## config.mk

```make
export PLATFORM = sky130hd
export DESIGN_NAME = mem_arbiter
export DESIGN_NICKNAME = d
export VERILOG_FILES = /design/src/rtl/dragon_mem_pkg.sv /design/src/rtl/mem_arb_prio.sv /design/src/rtl/mem_arbiter.sv
export SDC_FILE = /design/constraint.sdc
export NUM_CORES = 1
export LEC_CHECK = 0
export BUFFER_PORTS_ARGS = -buffer_cell sky130_fd_sc_hd__buf_2
export CORE_AREA = 2 2 100 102
export DETAILED_ROUTE_END_ITERATION = 8
export DIE_AREA = 0 0 102 104
export GPL_ROUTABILITY_DRIVEN = 1
export GPL_TIMING_DRIVEN = 1
export SKIP_LAST_GASP = 1
export SLEW_MARGIN = 20
export SYNTH_ARGS = -nofsm -noshare
export SYNTH_HDL_FRONTEND = slang
export SYNTH_SLANG_ARGS = --single-unit
```

## constraint.sdc

```tcl
create_clock -name clk -period 2.15 [get_ports clk]
set_input_delay 0.3225 -clock clk [delete_from_list [all_inputs] [get_ports clk]]
set_output_delay 0.3225 -clock clk [all_outputs]
set_load 0.02 [all_outputs]
```

## src/rtl/dragon_mem_pkg.sv

```systemverilog
// Shared types and helpers for the unified-memory arbiter between fetch and data ports.
package dragon_mem_pkg;

    typedef enum logic [2:0] {
        IDLE   = 3'd0,
        WAIT_I = 3'd1,
        WAIT_D = 3'd2,
        ERR_I  = 3'd3,
        ERR_D  = 3'd4
    } arb_state_t;

    typedef enum logic {
        REQ_I = 1'b0,
        REQ_D = 1'b1
    } req_id_t;

    localparam int unsigned ADDR_CHECK_W = 64;

    // True when any byte-address bit above the word-addressable window is set.
    function automatic logic addr_out_of_range(input logic [ADDR_CHECK_W-1:0] addr,
                                               input int unsigned xlen,
                                               input int unsigned addr_w);
        logic oor;
        oor = 1'b0;
        for (int unsigned b = 0; b < ADDR_CHECK_W; b++) begin
            if ((b >= addr_w + 2) && (b < xlen) && addr[b]) begin
                oor = 1'b1;
            end
        end
        return oor;
    endfunction

endpackage

```

## src/rtl/mem_arb_prio.sv

```systemverilog
// Picks the winner in a grant slot: data first, fetch once it has watched STARVE_LIMIT data grants.
module mem_arb_prio
    import dragon_mem_pkg::*;
#(
    parameter int unsigned STARVE_LIMIT = 4
) (
    input  logic    clk,
    input  logic    reset,
    input  logic    slot_i,
    input  logic    i_req_i,
    input  logic    d_req_i,
    output logic    gnt_valid_o,
    output req_id_t winner_o
);

    localparam int unsigned STREAK_W = $clog2(STARVE_LIMIT + 1);

    logic [STREAK_W-1:0] streak_q, streak_d;
    logic                starved;

    assign starved = (streak_q == STREAK_W'(STARVE_LIMIT));

    always_comb begin
        gnt_valid_o = slot_i && (i_req_i || d_req_i);
        winner_o    = REQ_I;
        streak_d    = streak_q;

        if (d_req_i && !(i_req_i && starved)) begin
            winner_o = REQ_D;
        end

        // Streak only counts data grants that overtook a waiting fetch.
        if (!i_req_i) begin
            streak_d = '0;
        end else if (gnt_valid_o) begin
            if (winner_o == REQ_I) begin
                streak_d = '0;
            end else if (!starved) begin
                streak_d = streak_q + STREAK_W'(1);
            end
        end
    end

    always_ff @(posedge clk or negedge reset) begin
        if (!reset) begin
            streak_q <= '0;
        end else begin
            streak_q <= streak_d;
        end
    end

endmodule

```

## src/rtl/mem_arbiter.sv

```systemverilog
// Single-outstanding arbiter sharing one memory port between instruction fetch and data access,
// answering out-of-range addresses locally with an error response.
module mem_arbiter
    import dragon_mem_pkg::*;
#(
    parameter int unsigned XLEN            = 32,
    parameter int unsigned MEMORY_CAPACITY = 256,
    parameter int unsigned STARVE_LIMIT    = 4,
    localparam int unsigned ADDR_W         = $clog2(MEMORY_CAPACITY),
    localparam int unsigned BE_W           = XLEN / 8
) (
    input  logic              clk,
    input  logic              reset,

    input  logic              i_req,
    input  logic [XLEN-1:0]   i_addr,
    output logic              i_gnt,
    output logic              i_rvalid,
    output logic [XLEN-1:0]   i_rdata,
    output logic              i_err,

    input  logic              d_req,
    input  logic              d_we,
    input  logic [BE_W-1:0]   d_be,
    input  logic [XLEN-1:0]   d_addr,
    input  logic [XLEN-1:0]   d_wdata,
    output logic              d_gnt,
    output logic              d_rvalid,
    output logic [XLEN-1:0]   d_rdata,
    output logic              d_err,

    output logic              m_req,
    output logic              m_we,
    output logic [BE_W-1:0]   m_be,
    output logic [ADDR_W-1:0] m_addr,
    output logic [XLEN-1:0]   m_wdata,
    input  logic [XLEN-1:0]   m_rdata,
    input  logic              m_rvalid
);

    arb_state_t      state_q, state_d;
    logic            d_we_q, d_we_d;
    logic            slot;
    logic            gnt_valid;
    logic            sel_oor;
    req_id_t         winner;
    logic [XLEN-1:0] sel_addr;

    // A new command may issue when idle, while an error is answered, or as memory responds.
    assign slot = reset && ((state_q == IDLE) || (state_q == ERR_I) || (state_q == ERR_D) ||
                            (((state_q == WAIT_I) || (state_q == WAIT_D)) && m_rvalid));

    mem_arb_prio #(
        .STARVE_LIMIT (STARVE_LIMIT)
    ) u_prio (
        .clk         (clk),
        .reset       (reset),
        .slot_i      (slot),
        .i_req_i     (i_req),
        .d_req_i     (d_req),
        .gnt_valid_o (gnt_valid),
        .winner_o    (winner)
    );

    assign sel_addr = (winner == REQ_D) ? d_addr : i_addr;
    assign sel_oor  = addr_out_of_range(64'(sel_addr), XLEN, ADDR_W);

    always_comb begin
        state_d  = state_q;
        d_we_d   = d_we_q;
        i_gnt    = 1'b0;
        d_gnt    = 1'b0;
        i_rvalid = 1'b0;
        i_rdata  = '0;
        i_err    = 1'b0;
        d_rvalid = 1'b0;
        d_rdata  = '0;
        d_err    = 1'b0;
        m_req    = 1'b0;
        m_we     = 1'b0;
        m_be     = '0;
        m_addr   = '0;
        m_wdata  = '0;

        // Response routing for the transaction finishing this cycle.
        case (state_q)
            WAIT_I: begin
                if (m_rvalid) begin
                    i_rvalid = 1'b1;
                    i_rdata  = m_rdata;
                end
            end
            WAIT_D: begin
                if (m_rvalid) begin
                    d_rvalid = 1'b1;
                    d_rdata  = d_we_q ? '0 : m_rdata;
                end
            end
            ERR_I: begin
                i_rvalid = 1'b1;
                i_err    = 1'b1;
            end
            ERR_D: begin
                d_rvalid = 1'b1;
                d_err    = 1'b1;
            end
            default: ;
        endcase

        if (slot) begin
            state_d = IDLE;
            if (gnt_valid) begin
                if (winner == REQ_D) begin
                    d_gnt   = 1'b1;
                    d_we_d  = d_we;
                    state_d = sel_oor ? ERR_D : WAIT_D;
                    m_we    = d_we && !sel_oor;
                    m_be    = sel_oor ? '0 : d_be;
                    m_wdata = sel_oor ? '0 : d_wdata;
                end else begin
                    i_gnt   = 1'b1;
                    state_d = sel_oor ? ERR_I : WAIT_I;
                    m_be    = sel_oor ? '0 : '1;
                end
                m_req = !sel_oor;
                if (!sel_oor) begin
                    m_addr = sel_addr[ADDR_W+1:2];
                end
            end
        end
    end

    always_ff @(posedge clk or negedge reset) begin
        if (!reset) begin
            state_q <= IDLE;
            d_we_q  <= 1'b0;
        end else begin
            state_q <= state_d;
            d_we_q  <= d_we_d;
        end
    end

endmodule

```

# Yosys cells after proc, flatten, opt, wreduce, memory -nomap -nowiden
# Cells that the tools add are included.
[classes] add_sub_neg=1 eq_ne=7 mux=65 n_reduce_logical=16
[ops] operator="32-bit 2-to-1 mux" count=10
[ops] operator="1-bit 2-to-1 mux" count=37
[ops] operator="8-bit 2-to-1 mux" count=3
[ops] operator="3-bit 2-to-1 mux" count=7
[ops] operator="4-bit 2-to-1 mux" count=5
[ops] operator="3-bit by 2-bit equality test with 1-bit output (second input constant)" count=2
[ops] operator="3-bit equality test (second input constant)" count=2
[ops] operator="1-bit logical AND" count=6
[ops] operator="1-bit logical OR" count=5
[ops] operator="1-bit one-hot mux with 2 select lines" count=2
[ops] operator="3-bit by 1-bit adder with 3-bit output (second input constant)" count=1
[ops] operator="3-bit by 1-bit equality test with 1-bit output (second input constant)" count=1
[ops] operator="3-bit zero test" count=1
[ops] operator="3-bit inequality test (second input constant)" count=1
[ops] operator="3-bit AND reduction" count=1
[ops] operator="1-bit zero test" count=2
[ops] operator="2-bit 2-to-1 mux" count=1
[ops] operator="2-bit by 1-bit inequality test with 1-bit output (second input constant)" count=1
[ops] operator="2-bit AND reduction" count=1
[word_totals] reg_bits=7 in_bits=138 out_inout_bits=116 wordCells=92

# Longest topological paths before layout
# Gate-level depths: netlist of the first run.
[logic_depth] ltp_word=33 ltp_mapped=11 ltp_nobuf=9

# Hierarchy
# Synthesis of the first run repeated with hierarchy kept, for this count alone.
[unflattened] cells_unflattened=213 hier_area_um2=1537.7
[by_module_without_submodules] mod="mem_arbiter" n_inst=1 cells_per_inst=190 area_per_inst_um2=1336.3 seq_area_each_um2=100.1
[by_module_without_submodules] mod="mem_arb_prio" n_inst=1 cells_per_inst=23 area_per_inst_um2=201.4 seq_area_each_um2=75.1

# Worst setup path after synthesis of the first run
# No wires, ideal clock.
[synth_timing] path_kind="reg2out" startpoint="reg u_prio.streak_q[0]" endpoint="out m_be[0]" arrival_time_ns=2.007 required_ns=1.827 path_slack_ns=-0.180 path_stages_with_launch=9 n_path_buf=2 cell_sequence="dfrtp_1 -> inv_1 -> ha_1 -> nand3_1 -> nand2_1 -> or3_1 -> clkbuf_1 -> buf_6 -> a211oi_1"
[synth_between] elab_chain_cells=32 elab_cells_between_ends=33 classes_between="eq/ne (1); mux (29); reduce/logical (3)"
[synth_lines] item="from (decl)" line="mem_arb_prio.sv:18" rtl="logic [STREAK_W-1:0] streak_q, streak_d;"
[synth_lines] item="from (signal assigned)" line="mem_arb_prio.sv:48" rtl="streak_q <= streak_d;"
[synth_lines] item="3-bit equality test *" line="mem_arb_prio.sv:21" rtl="assign starved = (streak_q == STREAK_W'(STARVE_LIMIT));"
[synth_lines] item="1-bit logical AND *" line="mem_arb_prio.sv:28" rtl="if (d_req_i && !(i_req_i && starved)) begin"
[synth_lines] item="1-bit zero test *" line="mem_arb_prio.sv:28"
[synth_lines] item="1-bit logical AND *" line="mem_arb_prio.sv:28"
[synth_lines] item="1-bit 2-to-1 mux *" line="mem_arb_prio.sv:28"
[synth_lines] item="32-bit 2-to-1 mux" line="mem_arbiter.sv:65" rtl="assign sel_addr = (winner == REQ_D) ? d_addr : i_addr;"
[synth_lines] item="1-bit 2-to-1 mux (22 in series)" line="dragon_mem_pkg.sv:26" rtl="if ((b >= addr_w + 2) && (b < xlen) && addr[b]) begin"
[synth_lines] item="4-bit 2-to-1 mux, on equally long branches" line="mem_arbiter.sv:123, mem_arbiter.sv:118"
[synth_lines] item="4-bit 2-to-1 mux *" line="mem_arbiter.sv:113" rtl="if (winner == REQ_D) begin"
[synth_lines] item="4-bit 2-to-1 mux *" line="mem_arbiter.sv:112" rtl="if (gnt_valid) begin"
[synth_lines] item="4-bit 2-to-1 mux *" line="mem_arbiter.sv:110" rtl="if (slot) begin"
[synth_lines] item="to (decl)" line="mem_arbiter.sv:34" rtl="output logic [BE_W-1:0] m_be,"
# Mark *: on every way between the ends. The rest lies on a longest branch, timed or not.

# Worst setup path in the final report of the first run
[layout_timing] startpoint="in d_addr[27]" endpoint="out m_addr[6]"
[layout_between] elab_chain_cells=9
[layout_lines] item="from (decl)" line="mem_arbiter.sv:25" rtl="input logic [XLEN-1:0] d_addr,"
[layout_lines] item="32-bit 2-to-1 mux" line="mem_arbiter.sv:65"
[layout_lines] item="1-bit 2-to-1 mux (5 in series)" line="dragon_mem_pkg.sv:26"
[layout_lines] item="8-bit 2-to-1 mux" line="mem_arbiter.sv:126" rtl="if (!sel_oor) begin"
[layout_lines] item="8-bit 2-to-1 mux" line="mem_arbiter.sv:112"
[layout_lines] item="8-bit 2-to-1 mux" line="mem_arbiter.sv:110"
[layout_lines] item="to (decl)" line="mem_arbiter.sv:35" rtl="output logic [ADDR_W-1:0] m_addr,"
# Every way passes these cells.

==> results of run 1 <==
critical path, stage by stage:
cell and delay, ns:
buf_6 0.10, nor4_4 0.28, nand4_1 0.19, or3_4 0.44, buf_8 0.16, a221oi_2 0.27
buf_4 0.18
layout by cell type (no fill, tap or decap), types with 3 or more instances in the layout:
cell      netlist  final
buf_6           1     51
o21ai_0         4      4
nor4_1         11      5
and2_1         98     65
nor2_1         11     10
nor4_4          0      4
nor4_2          1      3
inv_1           5      3
nand2_1        23     22
clkbuf_8        0      3
buf_2           1    197
dfrtp_1         7      7
buf_4           0     32
a221oi_2        4      8
and2_4          0     33
a211oi_2        0      3
Yosys cell counts, drive strengths merged:
cell / count
a32o: 1
mux2: 1
nor4bb: 1
nand2b: 1
nand4: 2
or2: 1
a21oi: 1
or3: 1
nor2b: 1
o31a: 1
clkbuf: 12
buf: 3
o31ai: 1
inv: 5
and3b: 2
ha: 3
o21ai: 5
a221oi: 8
and3: 1
nand2: 23
and2: 98
and4: 1
a211oi: 4
o21a: 1
a31o: 1
dfrtp: 7
nand3: 2
nor2: 11
a21boi: 1
nor4: 12
power by group through the flow:
stage | logic, W | clock network [W] | registers [W]
3_3_place_gp | 0.00102 | 0 | 0.000206
6_report | 0.00119 | 0.000181 | 0.000207
4_1_cts | 0.00118 | 0.000186 | 0.000209
3_5_place_dp | 0.00103 | 0 | 0.000211
2_1_floorplan | 0.000546 | 0 | 0.000216
5_1_grt | 0.00130 | 0.000196 | 0.000216
logic make-up after synthesis:
family / Yosys count / synth area share (%)
flops: 7 / 12.1
fa+ha+maj: 3 / 2.60
compound gates: 24 / 15.4
mux: 1 / 0.781
simple gates: 157 / 63.2
buf+inv: 20 / 5.81
stage by stage:
stage	setup TNS (ns)	std cells	setup slack (ns)	total power, W
after floorplan	-1.45	212	-0.180	0.000762
after global placement	-2.19	597	-0.119	0.00123
after detailed placement	-4.87	597	-0.153	0.00124
after CTS	-5.35	621	-0.140	0.00158
after global routing	-8.06	622	-0.216	0.00171
final	-3.33	622	-0.111	0.00158
state kept, by name (all words and copies together) (netlist names):
register         flops
d_we_q               1
state_q              3
u_prio.streak_q      3
timing repair:
item / 4_1_cts / 5_1_grt
hold buffers: 1 / 0
pin swaps: 41 / 22
cloned: 7 / 1
resized for setup: 151 / 15
setup buffers: 12 / 2
endpoints found under the hold margin: 7 / 0
setup endpoints to repair: 48 / 80
worst min-delay path by stage:
stage          startpoint    endpoint  slack, ns  cells after the start
4_1_cts              d_we      d_we_q       0.38                      2
2_1_floorplan       reset      d_we_q       0.03                      0
3_5_place_dp        reset  state_q[0]       0.19                      1
3_3_place_gp        reset  state_q[0]       0.19                      1
6_report             d_we      d_we_q       0.37                      2
5_1_grt              d_we      d_we_q       0.38                      2
final cells by class:
type / count / area, µm² / share of cell area (%)
timing repair buffer: 284 / 1870 / 49.8
multi-input combinational: 187 / 1470 / 39.2
sequential: 7 / 175 / 4.68
tap: 133 / 166 / 4.45
clock buffer: 4 / 45.0 / 1.20
inverter: 5 / 18.8 / 0.502
antenna: 2 / 5.00 / 0.134
layer usage:
metal  up-vias  global-route usage, %
li1       1265                      -
met1      1157                   16.3
met2       149                   32.4
met3         6                   1.55
met4         0                   4.19
met5         -                      0
==> results_dict.tcl, run 1 <==
set metrics [dict create \
    outcome "finished, violations left" \
    violations "setup timing" \
    synthTopCellsByArea "and2_1 (42%), dfrtp_1 (12%), nand2_1 (6.0%), nor4_1 (4.8%), a221oi_2 (4.2%)" \
    ir_drop_uv 198 \
    rows 36 \
    cts_tree "done" \
    top_layer "met4" \
    leakagePower_nw 2.05 \
    endpoint_kind "output pin" \
    synth_cell_types 35 \
    syn_inst 212 \
    cts_sinks 7 \
    endpoint "m_addr[6]" \
    clock_power_share_pct 11.4 \
    syn2layout_area_growth_pct 159 \
    num_vias 2577 \
    hold_path.class "input pin to flop" \
    fmax_mhz 442 \
    drc 0 \
    grt-ovfl-total 0 \
    fin_crit_sh_pct 105 \
    worstSkewPairLatency_ns 0.22 \
    met2_wirelength_um 4990 \
    slew_viol_final 0 \
    dpl_cell_area_um2 2970 \
    antenna_found_initial 2 \
    yosysTopAreaCell "and2_1" \
    fin_nets 629 \
    ys_seq_area_share_pct 12.1 \
    wirelength_um 8960 \
    cts_buffer_depth 2 \
    pwr-share-comb_pct 75.5 \
    p_sw_share_pct 47.3 \
    drv_cap 0 \
    tightest_slew_ns 0.501 \
    rsz0062_at_grt "true" \
    hold_viol_final 0 \
    yosys_register_bits 7 \
    drive_above_1_share_pct 73.1 \
    slew_headroom_pct 66.6 \
    hold_ws_ns 0.372 \
    netlist_area_um2 1440 \
    finalInstanceArea_um2 3740 \
    path_clk_slew_ns 0.04 \
    worstReg2RegStart "u_prio.streak_q[0]" \
    worstSetupStartpointType "input pin" \
    ant_nets 0 \
    die_area_um2 10600 \
    ios 254 \
    wl_met3_um 682 \
    wire_per_inst_um 14.4 \
    cp.arrival_ns 1.94 \
    ys_warn_count 0 \
    path_class "input pin to output pin" \
    power_frac_seq_pct 13.1 \
    setup_ws_ns -0.111 \
    setup_viol 45 \
    r2r_cells 11 \
    io_buffer_count 249 \
    die_w_um 102 \
    cts_buffers 3 \
    post-route-min-period_ns 2.26 \
    gp_congestion 0.864 \
    p_int_w 0.000833 \
    r2r_end "state_q[1]" \
    grt_pass1_wl_um 13200 \
    initial_core_util_pct 15.1 \
    fill_cells 1020 \
    worst-path-max-fanout 7 \
    post-synth-top-area-fraction_pct 42.5 \
    final_util_pct 39.2 \
    grt_use_total_pct 15.8 \
    drt-pass1-iter-count 4 \
    power_density_nw_per_um2 422 \
    switching_power_w 0.000748 \
    avgViaCountPerCell 4.14 \
    critical_path.startpoint "d_addr[27]" \
    fin_skew_ns 0.00242 \
    drt_iter0_markers 35 \
    place_hpwl_um 6730 \
    avgSynthCellArea_um2 6.80 \
    die_h_um 104 \
    design.core.area_um2 9550 \
    syn_nets 353 \
    r2r_slack_ns 0.18 \
    met1Wirelength_um 3170 \
    cp_data_required_time_ns 1.83 \
    grt_max_degree 34 \
    htreeDepth 1 \
    cts_root_buf "clkbuf_8" \
    grt_pass1_vias 2585 \
]
(Power assumes the default switching activity.)
==> run 2: changes to the inputs <==
--- a/config.mk
+++ b/config.mk
@@ -6,13 +6,14 @@
 export NUM_CORES = 1
 export LEC_CHECK = 0
 export BUFFER_PORTS_ARGS = -buffer_cell sky130_fd_sc_hd__buf_2
-export CORE_AREA = 2 2 100 102
+export CORE_AREA = 2 2 98 100
 export DETAILED_ROUTE_END_ITERATION = 8
-export DIE_AREA = 0 0 102 104
+export DIE_AREA = 0 0 100 102
 export GPL_ROUTABILITY_DRIVEN = 1
 export GPL_TIMING_DRIVEN = 1
 export SKIP_LAST_GASP = 1
 export SLEW_MARGIN = 20
 export SYNTH_ARGS = -nofsm -noshare
 export SYNTH_HDL_FRONTEND = slang
+export SYNTH_HIERARCHICAL = 1
 export SYNTH_SLANG_ARGS = --single-unit
==> run 2 against run 1 <==
  * Count of clock-buffer cells in the layout unchanged
  * Sequential share of layout area increased by 0.49 points
  * Setup slack worse by 0.32 ns
  * First-iteration DRC count up 11%
  * Synthesized cell count increased by 0.47%
  * Fmax fell by 13%
  * Highest routed layer unchanged
  * The flow still finishes with violations (setup timing)
  * Flip-flop and latch count stayed put
  * Largest cell class unchanged
  * Global-route usage decreased by 2.9 points
  * Non-clock buffer count decreased by 6
  * Total power fell by 42%
==> results_dict.tcl, run 2 <==
set metrics [dict create \
    outcome "finished, violations left" \
    violations "setup timing" \
    synthTopCellsByArea "and2_1 (26%), and3_1 (14%), dfrtp_1 (11%), mux2i_1 (5.2%), nor4b_2 (4.9%)" \
    fill_cells 942 \
    cts_buffers 3 \
    yosys_register_bits 7 \
    met1Wirelength_um 3020 \
    place_hpwl_um 6390 \
    diodes 0 \
    worstSkewPairLatency_ns 0.23 \
    rows 35 \
    ir_drop_uv 171 \
    rsz0062_at_grt "true" \
    grt_pass1_wl_um 10800 \
    hold_viol_final 0 \
    die_area_um2 10200 \
    setup_viol 48 \
    ctsHoldBuffers 0 \
    syn_nets 354 \
    cts_sinks 7 \
    finalInstanceArea_um2 3390 \
    wirelength_um 7780 \
    cts_root_buf "clkbuf_8" \
    ios 254 \
    synth_common_cells "and2_1 (64), and3_1 (34), nor3_1 (9)" \
    drt-pass1-iter-count 4 \
    ant_nets 0 \
    die_h_um 102 \
    num_vias 2561 \
    cp.arrival_ns 2.26 \
    multi_input_area_um2 1440 \
    post-route-min-period_ns 2.58 \
    synth_cell_types 36 \
    io_buffer_count 249 \
    avgSynthCellArea_um2 7.22 \
    synth_edf_count 0 \
    syn2layout_area_growth_pct 120 \
    wire_per_inst_um 13.2 \
    hold_ws_ns 0.0341 \
    slew_headroom_pct 79.1 \
    grt_use_total_pct 12.9 \
    met2_wirelength_um 4200 \
    fin_nets 619 \
    grt_pass1_vias 2230 \
    htreeDepth 1 \
    drt_iter0_markers 39 \
    ys_seq_area_share_pct 11.4 \
    post-synth-top-area-fraction_pct 26.0 \
    fin_skew_ns 0.00387 \
    cp_data_required_time_ns 1.83 \
    leakagePower_nw 2.07 \
    power_density_nw_per_um2 270 \
    avgViaCountPerCell 4.36 \
    antenna_found_initial 0 \
    setup_ws_ns -0.435 \
    fmax_mhz 387 \
    path_clk_slew_ns 0.04 \
    worstSetupStartpointType "flop" \
    ys.flop_type "dfrtp_1" \
    final_common_cell "buf_2" \
    drc 0 \
    tightest_slew_ns 0.311 \
    wl_met3_um 469 \
    yosysTopAreaCell "and2_1" \
    hold_path.class "input pin to async pin" \
    cts_tree "done" \
    design.core.area_um2 9110 \
    largest_registers "state_q (3), u_prio/streak_q (3), d_we_q (1)" \
    final_cell_mix "buf_2 (241), and2_1 (64), buf_4 (31)" \
    drive_above_1_share_pct 72.5 \
    ys_warn_count 6 \
    final_util_pct 37.2 \
    initial_core_util_pct 16.9 \
    drv_cap 0 \
    grt-ovfl-total 0 \
    endpoint_kind "output pin" \
    slew_viol_final 0 \
    worst-path-max-fanout 14 \
    path_class "flop to output pin" \
    dpl_cell_area_um2 3190 \
    seq_area_um2 175 \
    gp_congestion 0.864 \
    syn_inst 213 \
    netlist_area_um2 1540 \
    cts_buffer_depth 2 \
    die_w_um 100 \
    fin_crit_sh_pct 120 \
    synthArstFlopShare_pct 100 \
    yosysMostFrequentCell "and2_1" \
    grt_max_degree 36 \
    top_layer "met4" \
]
run 2: power by group:
part           switching, W  leakage [nW]  total [W]  internal (W)
Sequential        0.0000183        0.0933   0.000168      0.000150
Clock             0.0000621        0.0228   0.000191      0.000129
Combinational      0.000291          1.95   0.000557      0.000266
Total              0.000372          2.07   0.000916      0.000544
run 2: cell families after synthesis:
| group | synth area share (%) |
|---|---|
| simple gates | 64.3 |
| compound gates | 7.57 |
| fa+ha+maj | 2.44 |
| flops | 11.4 |
| buf+inv | 8.38 |
| mux | 5.94 |
run 2: per-stage QoR:
stage / total power, W / setup WS [ns] / instances / TNS, ns
4_1_cts: 0.000884 / -0.484 / 580 / -19.70
6_report: 0.000916 / -0.435 / 588 / -18.32
2_1_floorplan: 0.000425 / -0.257 / 213 / -5.04
3_5_place_dp: 0.000690 / -0.243 / 576 / -7.47
5_1_grt: 0.000986 / -0.583 / 588 / -24.75
3_3_place_gp: 0.000677 / -0.221 / 576 / -6.38
run 2: worst max-delay path, stage by stage, from the launching register on:
cell	delay [ns]
dfrtp_1	0.38
inv_2	0.08
ha_4	0.14
a31oi_4	0.11
buf_4	0.16
nor4_4	0.14
nand4_2	0.15
a22oi_4	0.30
inv_6	0.13
nor4b_4	0.26
buf_4	0.17
run 2: cell type report:
cell class | instances | area share [%]
Timing Repair Buffer | 278 | 45.7
Tap cell | 111 | 4.10
Clock buffer | 4 | 1.33
Multi-Input combinational cell | 179 | 42.6
Sequential cell | 7 | 5.17
Inverter | 9 | 1.15
run 2: final timing paths:
kind                                         start  depth (start not counted)                  to  slack, ns
worst max-delay path            u_prio/streak_q[0]                         10           m_addr[3]      -0.43
worst min-delay path                         reset                          2  u_prio/streak_q[2]       0.03
worst max register to register  u_prio/streak_q[0]                         10              d_we_q      -0.03
worst min register to register              d_we_q                          1              d_we_q       0.54
max in group asynchronous                    reset                          2          state_q[0]       1.96
min in group clk                              d_we                          2              d_we_q       0.40
run 2: per-layer routing:
metal,GRT usage (%),vias up
li1,-,1277
met1,14.8,1170
met2,25.3,106
met3,1.64,8
met4,3.37,0
met5,0,-
run 2: repair_timing:
item,4_1_cts,5_1_grt
resized for setup,8,15
endpoints found under the setup margin,49,50
setup buffers,0,6
pin swaps,0,4
gates cloned,0,2
==> run 3: changes to the inputs <==
--- a/config.mk
+++ b/config.mk
@@ -6,11 +6,14 @@
 export NUM_CORES = 1
 export LEC_CHECK = 0
 export BUFFER_PORTS_ARGS = -buffer_cell sky130_fd_sc_hd__buf_2
-export CORE_AREA = 2 2 98 100
+export CELL_PAD_IN_SITES_DETAIL_PLACEMENT = 1
+export CELL_PAD_IN_SITES_GLOBAL_PLACEMENT = 1
+export CORE_AREA = 2 2 125 96
 export DETAILED_ROUTE_END_ITERATION = 8
-export DIE_AREA = 0 0 100 102
+export DIE_AREA = 0 0 127 98
 export GPL_ROUTABILITY_DRIVEN = 1
 export GPL_TIMING_DRIVEN = 1
+export PLACE_DENSITY_LB_ADDON = 0.1
 export SKIP_LAST_GASP = 1
 export SLEW_MARGIN = 20
 export SYNTH_ARGS = -nofsm -noshare
==> run 3 against run 2 <==
  * The flow still finishes with violations (setup timing)
  * Clock power is 71% higher
  * Die area is 22% higher
  * Wire length is 17% higher
  * Via count is 2.9% higher
  * Critical path type unchanged
  * Setup slack worse by 0.044 ns
  * Non-clock buffer count is 9 higher
  * Combinational power is 5.0% higher
  * Highest routed layer unchanged
  * Count of clock-buffer cells in the layout stayed put
==> results_dict.tcl, run 3 (synthesized netlist as in run 2, its figures left out) <==
set metrics [dict create \
    place_hpwl_um 7180 \
    setup_ws_ns -0.478 \
    syn2layout_area_growth_pct 152 \
    dp_cells 611 \
    cp_data_required_time_ns 1.83 \
    grt_max_degree 33 \
    wirelength_um 9090 \
    final_common_cell "buf_2" \
    cp.arrival_ns 2.31 \
    endpoint_kind "output pin" \
    cts_sinks 7 \
    dpl_cell_area_um2 3260 \
    die_w_um 127 \
    rows 34 \
    total_power_w 0.00108 \
    setup_viol 49 \
    post-route-min-period_ns 2.63 \
    ant_nets 0 \
    die_h_um 98 \
    ios 254 \
    hold_viol_final 0 \
    outcome "finished, violations left" \
    cts_buffer_depth 2 \
    worst-path-max-fanout 14 \
    wire_per_inst_um 14.4 \
    slew_viol_final 0 \
    fin_skew_ns 0.00539 \
    tightest_slew_ns 0.330 \
    drt_iter0_markers 80 \
    drc 0 \
    hold_path.class "input pin to async pin" \
    largest_registers "state_q (3), u_prio/streak_q (3), d_we_q (1)" \
    violations "setup timing" \
    grt_use_total_pct 13.9 \
    die_area_um2 12400 \
    initial_core_util_pct 13.6 \
    leakagePower_nw 2.15 \
    drive_above_1_share_pct 74.1 \
    power_density_nw_per_um2 278 \
    grt-ovfl-total 0 \
    gp_congestion 0.709 \
    fin_crit_sh_pct 122 \
    ir_drop_uv 211 \
    grt_pass1_vias 2670 \
    num_vias 2634 \
    cts_buffers 3 \
    design.core.area_um2 11300 \
    avgViaCountPerCell 4.18 \
    worstSetupStartpointType "flop" \
    io_buffer_count 249 \
    worstSkewPairLatency_ns 0.24 \
    fin_nets 628 \
    path_class "flop to output pin" \
    cts_root_buf "clkbuf_16" \
    final_cell_mix "buf_2 (202), and2_1 (64), buf_4 (54)" \
    htreeDepth 1 \
    path_clk_slew_ns 0.04 \
    fmax_mhz 380 \
    grt_pass1_wl_um 14100 \
    hold_ws_ns 0.0403 \
    finalInstanceArea_um2 3880 \
    rsz0062_at_grt "true" \
    cts_tree "done" \
    diodes 0 \
    layout.cells.non_filler 630 \
    antenna_found_initial 0 \
    slew_headroom_pct 77.8 \
    drv_cap 0 \
    drt-pass1-iter-count 3 \
]
## run 3: layout make-up
type / instances / area (µm²)
fill: 1394 / 7440
clock buffer: 4 / 78.8
sequential: 7 / 175
timing repair buffer: 287 / 1870
inverter: 9 / 46.3
tap: 144 / 180
multi-input combinational: 179 / 1530
## run 3: worst paths after layout
path	from	end	slack, ns	cells after the start
setup / recovery	u_prio/streak_q[0]	m_addr[2]	-0.48	10
hold / removal	reset	u_prio/streak_q[2]	0.04	2
setup reg to reg	u_prio/streak_q[0]	state_q[1]	-0.16	12
hold reg to reg	d_we_q	d_we_q	0.53	1
max in group asynchronous	reset	d_we_q	1.95	2
min in group clk	d_we	d_we_q	0.37	2
## run 3: timing repair
action | in CTS | in global routing
setup buffers | 6 | 4
cloned | 4 | 1
endpoints found under the setup margin | 50 | 76
hold buffers | 0 | 0
resized for setup | 97 | 8
pin swaps | 24 | 7
## run 3: power by group
part	switching [W]	internal (W)	total (W)
Sequential	0.0000157	0.000150	0.000165
Clock	0.0000788	0.000248	0.000326
Combinational	0.000300	0.000285	0.000585
## run 3: metal layers
metal | vias to the layer above | wire length (µm) | global-route usage, %
met1 | 1214 | 3590 | 16.4
met3 | 11 | 684 | 2.79
met4 | 0 | 131 | 3.63
met5 | - | 0 | 0
li1 | 1301 | - | -
met2 | 108 | 4690 | 25.7
## run 3: worst max-delay path: stages (launching register included)
cell and delay [ns]:
dfrtp_1 0.35, inv_2 0.06, ha_4 0.16, a31oi_4 0.22, nor4b_4 0.22, nand4_1 0.17, a22oi_4 0.28, buf_12 0.16
inv_12 0.06, nor4b_2 0.21, buf_4 0.18
## run 3: stage by stage
step / TNS (ns) / setup WS [ns] / util [%]
CTS: -22.12 / -0.517 / 33.6
finish: -21.17 / -0.478 / 34.3
global route: -27.03 / -0.614 / 34.3
global placement: -12.74 / -0.344 / 28.8
floorplan: -5.04 / -0.257 / -
detailed placement: -14.56 / -0.371 / 28.8
